--- config.mk ---
export PLATFORM = sky130hd
export DESIGN_NAME = apb_arbiter
export DESIGN_NICKNAME = d
export VERILOG_FILES = /design/src/rtl/apb_defs.sv /design/src/rtl/apb_rr_pick.sv /design/src/rtl/apb_arbiter.sv
export SDC_FILE = /design/constraint.sdc
export NUM_CORES = 1
export LEC_CHECK = 0
export CAP_MARGIN = 20
export CELL_PAD_IN_SITES_DETAIL_PLACEMENT = 2
export CELL_PAD_IN_SITES_GLOBAL_PLACEMENT = 2
export CORE_AREA = 3 3 174 176
export DETAILED_ROUTE_END_ITERATION = 6
export DIE_AREA = 0 0 177 179
export HOLD_SLACK_MARGIN = 0.15
export PLACE_DENSITY = 0.82
export SLEW_MARGIN = 15
export SYNTH_ARGS = -nofsm -noshare
export SYNTH_HDL_FRONTEND = slang
export SYNTH_HIERARCHICAL = 1
export SYNTH_SLANG_ARGS = --single-unit
export TNS_END_PERCENT = 50
--- constraint.sdc ---
create_clock -name pclk -period 4.7 [get_ports pclk]
set_input_delay 1.175 -clock pclk [delete_from_list [all_inputs] [get_ports pclk]]
set_output_delay 1.175 -clock pclk [all_outputs]
set_load 0.03 [all_outputs]
--- src/rtl/apb_defs.sv ---
// Shared APB arbiter definitions: state encodings, width defaults, requester limit.
// Width defaults come from ADDR_WIDTH / DATA_WIDTH macros when not set externally.
`ifndef ADDR_WIDTH
`define ADDR_WIDTH 32
`endif
`ifndef DATA_WIDTH
`define DATA_WIDTH 32
`endif

package apb_defs;
    typedef enum logic [1:0] {
        ST_IDLE   = 2'd1,
        ST_SETUP  = 2'd3,
        ST_ACCESS = 2'd2
    } apb_state_e;

    localparam int ADDR_WIDTH_DEF = `ADDR_WIDTH;
    localparam int DATA_WIDTH_DEF = `DATA_WIDTH;
    localparam int N_REQ_MAX      = 8;
endpackage

--- src/rtl/apb_rr_pick.sv ---
// Combinational round-robin picker: first set request at or after ptr, with wrap-around.
module apb_rr_pick #(
    parameter int N_REQ = 4,
    parameter int IDX_W = $clog2(N_REQ)
) (
    input  logic [N_REQ-1:0] req,
    input  logic [IDX_W-1:0] ptr,
    output logic [N_REQ-1:0] gnt,
    output logic [IDX_W-1:0] idx,
    output logic             any
);
    localparam int PW = IDX_W + 1;

    logic [PW-1:0] pos;

    always_comb begin
        gnt = '0;
        idx = '0;
        any = 1'b0;
        pos = '0;
        for (int k = 0; k < N_REQ; k++) begin
            // ptr and k are both below N_REQ, so one subtraction folds the sum back in range
            pos = {1'b0, ptr} + PW'(k);
            if (pos >= PW'(N_REQ))
                pos = pos - PW'(N_REQ);
            if (!any && req[pos[IDX_W-1:0]]) begin
                any = 1'b1;
                idx = pos[IDX_W-1:0];
                gnt[pos[IDX_W-1:0]] = 1'b1;
            end
        end
    end
endmodule

--- src/rtl/apb_arbiter.sv ---
// Round-robin arbiter sharing one APB bus between N_REQ requesters.
// Define APB3_EN to add pready/pslverr (wait states and slave error reporting).
`ifndef ADDR_WIDTH
`define ADDR_WIDTH 32
`endif
`ifndef DATA_WIDTH
`define DATA_WIDTH 32
`endif

module apb_arbiter
    import apb_defs::*;
#(
    parameter int N_REQ  = 4,
    parameter int ADDR_W = `ADDR_WIDTH,
    parameter int DATA_W = `DATA_WIDTH
) (
    input  logic                    pclk,
    input  logic                    rst,
    input  logic [N_REQ-1:0]        req_valid,
    input  logic [N_REQ-1:0]        req_write,
    input  logic [N_REQ*ADDR_W-1:0] req_addr,
    input  logic [N_REQ*DATA_W-1:0] req_wdata,
    output logic [N_REQ-1:0]        req_ready,
    output logic [N_REQ-1:0]        rsp_valid,
    output logic [DATA_W-1:0]       rsp_rdata,
    output logic                    rsp_err,
    output logic                    psel,
    output logic                    penable,
    output logic                    pwrite,
    output logic [ADDR_W-1:0]       paddr,
    output logic [DATA_W-1:0]       pwdata,
    input  logic [DATA_W-1:0]       prdata
`ifdef APB3_EN
    ,
    input  logic                    pready,
    input  logic                    pslverr
`endif
);
    localparam int IDX_W = $clog2(N_REQ);

    if (N_REQ < 2 || N_REQ > N_REQ_MAX) begin : g_bad_n_req
        $error("apb_arbiter: N_REQ out of range");
    end

    apb_state_e state, state_nxt;

    logic [IDX_W-1:0] ptr, gnt_idx, pick_idx;
    logic [N_REQ-1:0] pick_gnt;
    logic             pick_any;
    logic             done, err_in, complete, accept;

    logic [N_REQ-1:0][ADDR_W-1:0] addr_a;
    logic [N_REQ-1:0][DATA_W-1:0] wdata_a;

    assign addr_a  = req_addr;
    assign wdata_a = req_wdata;

    apb_rr_pick #(.N_REQ(N_REQ), .IDX_W(IDX_W)) u_pick (
        .req (req_valid),
        .ptr (ptr),
        .gnt (pick_gnt),
        .idx (pick_idx),
        .any (pick_any)
    );

`ifdef APB3_EN
    assign done   = pready;
    assign err_in = pslverr;
`else
    assign done   = 1'b1;
    assign err_in = 1'b0;
`endif

    assign complete = (state == ST_ACCESS) && done;

    always_comb begin
        state_nxt = state;
        accept    = 1'b0;
        case (state)
            ST_IDLE: begin
                if (pick_any) begin
                    accept    = 1'b1;
                    state_nxt = ST_SETUP;
                end
            end
            ST_SETUP: state_nxt = ST_ACCESS;
            ST_ACCESS: begin
                if (done) begin
                    accept    = pick_any;
                    state_nxt = pick_any ? ST_SETUP : ST_IDLE;
                end
            end
            default: state_nxt = ST_IDLE;
        endcase
        // No accept pulse while reset is asserted; the requester must see its request still pending.
        if (rst)
            accept = 1'b0;
    end

    assign req_ready = accept ? pick_gnt : '0;
    assign psel      = (state == ST_SETUP) || (state == ST_ACCESS);
    assign penable   = (state == ST_ACCESS);

    always_ff @(posedge pclk) begin
        if (rst) begin
            state     <= ST_IDLE;
            ptr       <= '0;
            gnt_idx   <= '0;
            paddr     <= '0;
            pwrite    <= 1'b0;
            pwdata    <= '0;
            rsp_valid <= '0;
            rsp_rdata <= '0;
            rsp_err   <= 1'b0;
        end else begin
            state     <= state_nxt;
            rsp_valid <= '0;
            if (complete) begin
                rsp_valid[gnt_idx] <= 1'b1;
                rsp_rdata          <= prdata;
                rsp_err            <= err_in;
            end
            if (accept) begin
                paddr   <= addr_a[pick_idx];
                pwrite  <= req_write[pick_idx];
                pwdata  <= wdata_a[pick_idx];
                gnt_idx <= pick_idx;
                ptr     <= (pick_idx == IDX_W'(N_REQ - 1)) ? '0 : pick_idx + 1'b1;
            end
        end
    end
endmodule

Word-level counts from Yosys, hierarchy flattened
Cells that the tools add are included.

cells by class
  muxes and demuxes = 48
  $lt $le $gt $ge = 15
  reduce and logical (&&, ||, !) cells = 13
  equality and inequality tests = 5
  bitwise logic cells = 4
  add/subtract/negate cells = 8

operators with widths
  cell                   count
  $bmux W32 S2           2
  $mux W32               2
  $mux W2                11
  $mux W4                5
  $lt A2 B3 Y1 const B   6
  $mux W1                16
  $or A4 B4 Y4           3
  $bmux W1 S2            5
  $demux W1 S2           5
  $ge A2 B1 Y1 const B   5
  $ge A3 B3 Y1 const B   3
  $logic_and A1 B1 Y1    8
  $sub A2 B1 Y2 const B  4
  $add A2 B2 Y3 const B  2
  $eq A2 B2 Y1 const B   3
  $pmux W2 S3            1
  $add A2 B1 Y3 const B  1
  $ge A2 B3 Y1 const B   1
  $logic_not A1 Y1       3
  $add A2 B1 Y2 const B  1
  $eq A2 B1 Y1 const B   1
  $ne A2 B2 Y1 const B   1
  $pmux W1 S2            1
  $reduce_or A2 Y1       1
  2 further kinds        2

storage, ports and cells
  output and inout port bits = 108
  bits in registers = 107
  input port bits = 298
  logic and storage cells = 101

Logic depth before layout (Yosys ltp)
Gate-level depths: netlist (run 1).

  depth in word-level cells = 18
  mapped depth = 14
  gate-level depth less buffers = 10

By module
Netlist (run 1), hierarchy kept.

by module, submodules not included
  module       seq. area each (sq um)  area each (sq um)  instances  cells an instance
  apb_arbiter  2142.1                  5293.8             1          517
  apb_rr_pick  0.0                     419.2              1          45

Least setup slack after synthesis (run 1)
No wires, ideal clock.

  kind = input to output
  start point = input port req_valid[2]
  end point = output port req_ready[0]
  setup slack = 0.954 ns
  buffers on the path = 1
  arrival time = 2.571 ns
  data required time = 3.525 ns
  stages on the path = 6
  path through = mux4_2 buf_6 nor4b_4 a22oi_1 o21ai_0 and2_1

RTL lines
  item                           RTL line            RTL
  from (decl)                    apb_arbiter.sv:19   input logic [N_REQ-1:0] req_valid,
  $bmux W1 S2                    apb_rr_pick.sv:26   if (!any && req[pos[IDX_W-1:0]]) begin
  $mux W1 (not written as such)  apb_rr_pick.sv:26
  $mux W1                        apb_rr_pick.sv:26
  $logic_not A1 Y1               apb_rr_pick.sv:26
  $logic_and A1 B1 Y1            apb_rr_pick.sv:26
  $mux W1                        apb_rr_pick.sv:26
  $logic_not A1 Y1               apb_rr_pick.sv:26
  $logic_and A1 B1 Y1            apb_rr_pick.sv:26
  $mux W1                        apb_rr_pick.sv:26
  $logic_not A1 Y1               apb_rr_pick.sv:26
  $logic_and A1 B1 Y1            apb_rr_pick.sv:26
  $mux W4 *                      apb_rr_pick.sv:26
  via pick_gnt[0]                apb_arbiter.sv:48   logic [N_REQ-1:0] pick_gnt;
  $mux W4 *                      apb_arbiter.sv:100  assign req_ready = accept ? pick_gnt : '0;
  to (decl)                      apb_arbiter.sv:23   output logic [N_REQ-1:0] req_ready,

Mark *: on every way through the listed nets, which the timed path passes. The rest lies on a longest branch. The select of a mux whose other input is x is not followed.

Worst setup path after layout (run 1)
  start point = input port req_valid[3]
  end point = output port req_ready[1]

Same word-level chain as after synthesis.

==> run summary, run 1 <==
The flow ran to the end, and the final reports show no timing, DRC or antenna violations. Clock network power share: 0.144. Adder and majority cell fraction of the synthesized area: 0.0219. The largest family of logic cells by synthesized area was multiplexers. The floorplan step defined a core boundary enclosing 28800 sq um.

The signal arrival time at the worst endpoint came out at 3.29 ns. The number of global-route vias before repair was 6698. In the routed design, unresolved DRC markers number 0. The layout cell share with drive strength beyond 1 was 0.0597. The cell count after synthesis came out at 562. The startpoint identified for the worst register-to-register timing path is ptr[1]. The fraction of registers with async set/reset was 0. The logs give 870 for the synthesized netlist net count and 0 for the overall overflow remaining after global route. The initial detailed-routing violation count is 108, and the maximum fanout along the worst path is 13.

The endpoint identified for the worst register-to-register timing path is paddr[2]. After floorplanning, the core was divided into 62 placement rows. The tools report the highest clock rate as 224 MHz. The fraction of power consumed by combinational cells is 0.625, and the signed area change from the synthesized netlist to the final layout is 85.1%. The tools report the count of distinct cell types in the synthesized netlist as 39. The synthesized cell area was 5710 sq um; the maximum single-stage delay on the critical path was 0.67 ns. The normalized max-slew margin came out at 0.616. Leaving out fill and tap cells, the most frequent cell in the layout is clkdlybuf4s50_1.

The share of the synthesized area in compound gates (AO/OA/AOI/OAI) works out to 0.180. TritonCTS built the clock tree. In the final timing run, aggregate negative setup slack is 0 ns.

The count of inserted antenna diode cells is 0. The internal power of the cells totals 3.12 mW. The simple logic cell fraction of the synthesized area works out to 0.0631.

The tools report the final number of max-transition violations as 0. The startpoint of the worst hold path is pwdata[7]. The area of the die came out at 31700 sq um.

The kind of capture point of the worst setup path was an output port. Hold is met by 0.455 ns. The library cell used as clock root buffer was clkbuf_16. Period utilization: 0.950.

In this run the static leakage power is 4.42 nW. The switching share of power came out at 0.428. Number of synthesized register bits: 107.

The logs give 9 for the number of buffers created by CTS and 0.231 for the part of the total power dissipated in sequential elements. The tools report the number of search-and-repair iterations in the first detailed-routing pass as 4. Path type of the worst min-delay path: reg2reg.

Setup slack on the worst reg-to-reg path comes out at 1.01 ns. Power spread over the standard cell area amounts to 516 nW/um^2. The cell depth of the worst flop-to-flop path was 10. The wire-length estimate of the detail-placed layout is 22500 um. The routed layout has 6126 vias.

During I/O placement, the number of pins put on the boundary was 406. The number of levels in the clock H-tree is 3. The post-synthesis xor/xnor area fraction works out to 0. The tool flagged a number of max-cap violations equal to 0.

After detailed routing, the average wire length per cell comes to 20.9 um. The hold violation count in the final report is 0. The sequential cell area fraction in the yosys report is 0.375.

At the later pin of the worst-skew pair, clock insertion delay measures 0.36 ns. Fill cells in the final layout number 3109. Leaving out fill and tap cells, the most frequent cells in the layout are clkdlybuf4s50_1 (399), mux2i_1 (166), dfxtp_1 (107). The placed instance area is 10300 sq um, and the vias per cell is 4.58. The yosys synthesis warning count is 6. For the worst setup path, the data required time is 3.52 ns. In this run the vertical extent of the chip is 179 um. Among all flip-flop cells after synthesis, the most frequent one is dfxtp_1.

Yosys mapped a number of flops with a built-in enable equal to 0. The critical path goes through clkdlybuf4s50_1, mux4_2, nor4b_4, a22oi_1, o21ai_0, and2_1, buf_12. The setup path with the least slack is of type in2out. The number of antenna violations at the first check in global routing is 0, and the horizontal die dimension is 177 um.

For the global-route wire length before repair, the log shows 39100 um. Setup violations remaining at the end of the flow were counted as 0. The average instance area after synthesis came out at 10.2 sq um. The initial standard-cell utilization of the core is 0.199, and the net switching power figure is 2.34 mW. The mux cell area share after synthesis came out at 0.312. The clock sink total was 107; the clock slew seen by the registers of the worst setup and hold paths was 0.08 ns. In this run the tool buffered the top-level ports with 404 buffer cells. The highest ir drop seen on vdd is 0.457 mV, and the transition at the pin with the smallest max-transition slack is 0.576 ns.

For this design, the slowest cell found on the critical path is mux4_2. Final wirelength: 28000 um. The global-route usage over all layers was 0.161.

Entering global routing, the biggest net connects 54 pins. Worst min-delay path endpoint: pwdata[7]. For the final database, setup skew stands at 0.0141 ns. Setup repair after global routing left no endpoint under its margin.

The number of cells traversed by the worst hold path was 1; the minimum period implied by the final worst setup slack was 4.47 ns. The logs give 0 for the number of post-CTS setup repair buffers and 10600 sq um for the area of all placed cells without fillers. At the end of the flow, the number of nets in the layout was 1258. The congestion estimate from routability-driven global placement came to 0.765. The worst setup path is launched from an input port. In this run the deepest clock path goes through 2 buffers. Once detail routing completed, the nets flagged for antenna violations numbered 0.
==> layout make-up <==
cell class	count	area [sq um]	share of cell area
multi-input cells	400	3340	0.316
clock inverters	7	67.6	0.00639
inverters	6	22.5	0.00213
repair buffers	426	4290	0.406
clock buffers	9	225	0.0213
flip-flops and latches	107	2140	0.203
well taps	384	480	0.0454
==> stage by stage <==
| stage | power (mW) | util | instances | worst slack (ns) |
|---|---|---|---|---|
| 2_1_floorplan | 3.43 | - | 562 | 0.954 |
| 4_1_cts | 5.56 | 0.367 | 1339 | 0.0902 |
| 6_report | 5.46 | 0.367 | 1339 | 0.234 |
| 5_1_grt | 5.80 | 0.367 | 1339 | 0.00941 |
| 3_3_place_gp | 4.63 | 0.357 | 1323 | 0.180 |
| 3_5_place_dp | 4.74 | 0.357 | 1323 | 0.0868 |
==> what timing repair did <==
action,in CTS,in global routing
hold buffers,0,0
endpoints found under the setup margin,0,4
endpoints found under the hold margin,0,0
gates resized for setup,0,1
==> synth_stat cells, types with 2 or more instances <==
| cell type | n | area share |
|---|---|---|
| mux2i_1 | 166 | 0.29 |
| dfxtp_1 | 107 | 0.37 |
| a21o_1 | 64 | 0.084 |
| o22ai_1 | 64 | 0.070 |
| nor2_1 | 40 | 0.026 |
| clkbuf_1 | 21 | 0.014 |
| buf_2 | 19 | 0.017 |
| ha_1 | 10 | 0.022 |
| a22oi_1 | 8 | 0.011 |
| o21ai_0 | 7 | 0.0061 |
| inv_1 | 6 | 0.0039 |
| buf_6 | 5 | 0.0099 |
| and2_1 | 4 | 0.0044 |
| nand2b_1 | 4 | 0.0044 |
| buf_1 | 3 | 0.0020 |
| nand2_1 | 3 | 0.0020 |
| a21oi_1 | 2 | 0.0018 |
| and4b_1 | 2 | 0.0035 |
| mux2_2 | 2 | 0.0039 |
| mux4_1 | 2 | 0.0092 |
| mux4_2 | 2 | 0.0079 |
| nor3_1 | 2 | 0.0018 |
| nor4bb_1 | 2 | 0.0035 |
| or2_2 | 2 | 0.0022 |
==> how the worst max path moves through the flow <==
stage,from,to,slack [ns],cells past startpoint
6_report,req_valid[3],req_ready[1],0.23,7
5_1_grt,req_valid[3],req_ready[0],0.009,7
4_1_cts,req_valid[3],req_ready[1],0.09,7
3_5_place_dp,req_valid[3],req_ready[1],0.09,7
3_3_place_gp,req_valid[3],req_ready[1],0.18,7
2_1_floorplan,req_valid[2],req_ready[0],0.95,6
==> worst max-delay path: cells and delay by family <==
family	cells	cell delay [ns]
buffers and inverters	2	0.61
AND/OR/NAND/NOR	2	0.62
multiplexers	1	0.67
AO/OA/AOI/OAI	2	0.21
==> cell families (layout without fill, tap and decap cells) <==
logic type | Yosys count | after routing
muxes | 172 | 172
AOI/OAI and AO/OA | 150 | 150
DFF | 107 | 107
and+or+nand+nor | 67 | 67
buffers and inverters | 55 | 448
adders and majority gates | 10 | 10
other | 1 | 1
==> per-layer routing <==
metal  GRT usage  vias up  wire length [um]
met5           0        -                 0
met4      0.0426        0               540
met3      0.0637       27              2630
met2       0.293      275             14300
met1       0.173     2953             10500
li1            -     2871                 -
==> state kept, by name, indices dropped and copies added (netlist names) <==
| signal | flops |
|---|---|
| paddr | 32 |
| pwrite | 1 |
| rsp_rdata | 32 |
| state | 2 |
| rsp_valid | 4 |
| pwdata | 32 |
| ptr | 2 |
| gnt_idx | 2 |
==> power groups by stage <==
| stage | logic [mW] | registers (mW) | clock network (mW) |
|---|---|---|---|
| floorplan | 1.80 | 1.63 | 0 |
| global placement | 3.36 | 1.27 | 0 |
| detailed placement | 3.45 | 1.28 | 0 |
| CTS | 3.46 | 1.26 | 0.833 |
| global route | 3.64 | 1.29 | 0.869 |
| finish | 3.42 | 1.26 | 0.785 |
Power figures use the tool's default switching activity.
==> run 2: changes to the inputs <==
CTS_CLUSTER_DIAMETER = 150   (was default)
==> results of run 2 <==
The final DEF is identical to that of run 1; final timing and power are the same.
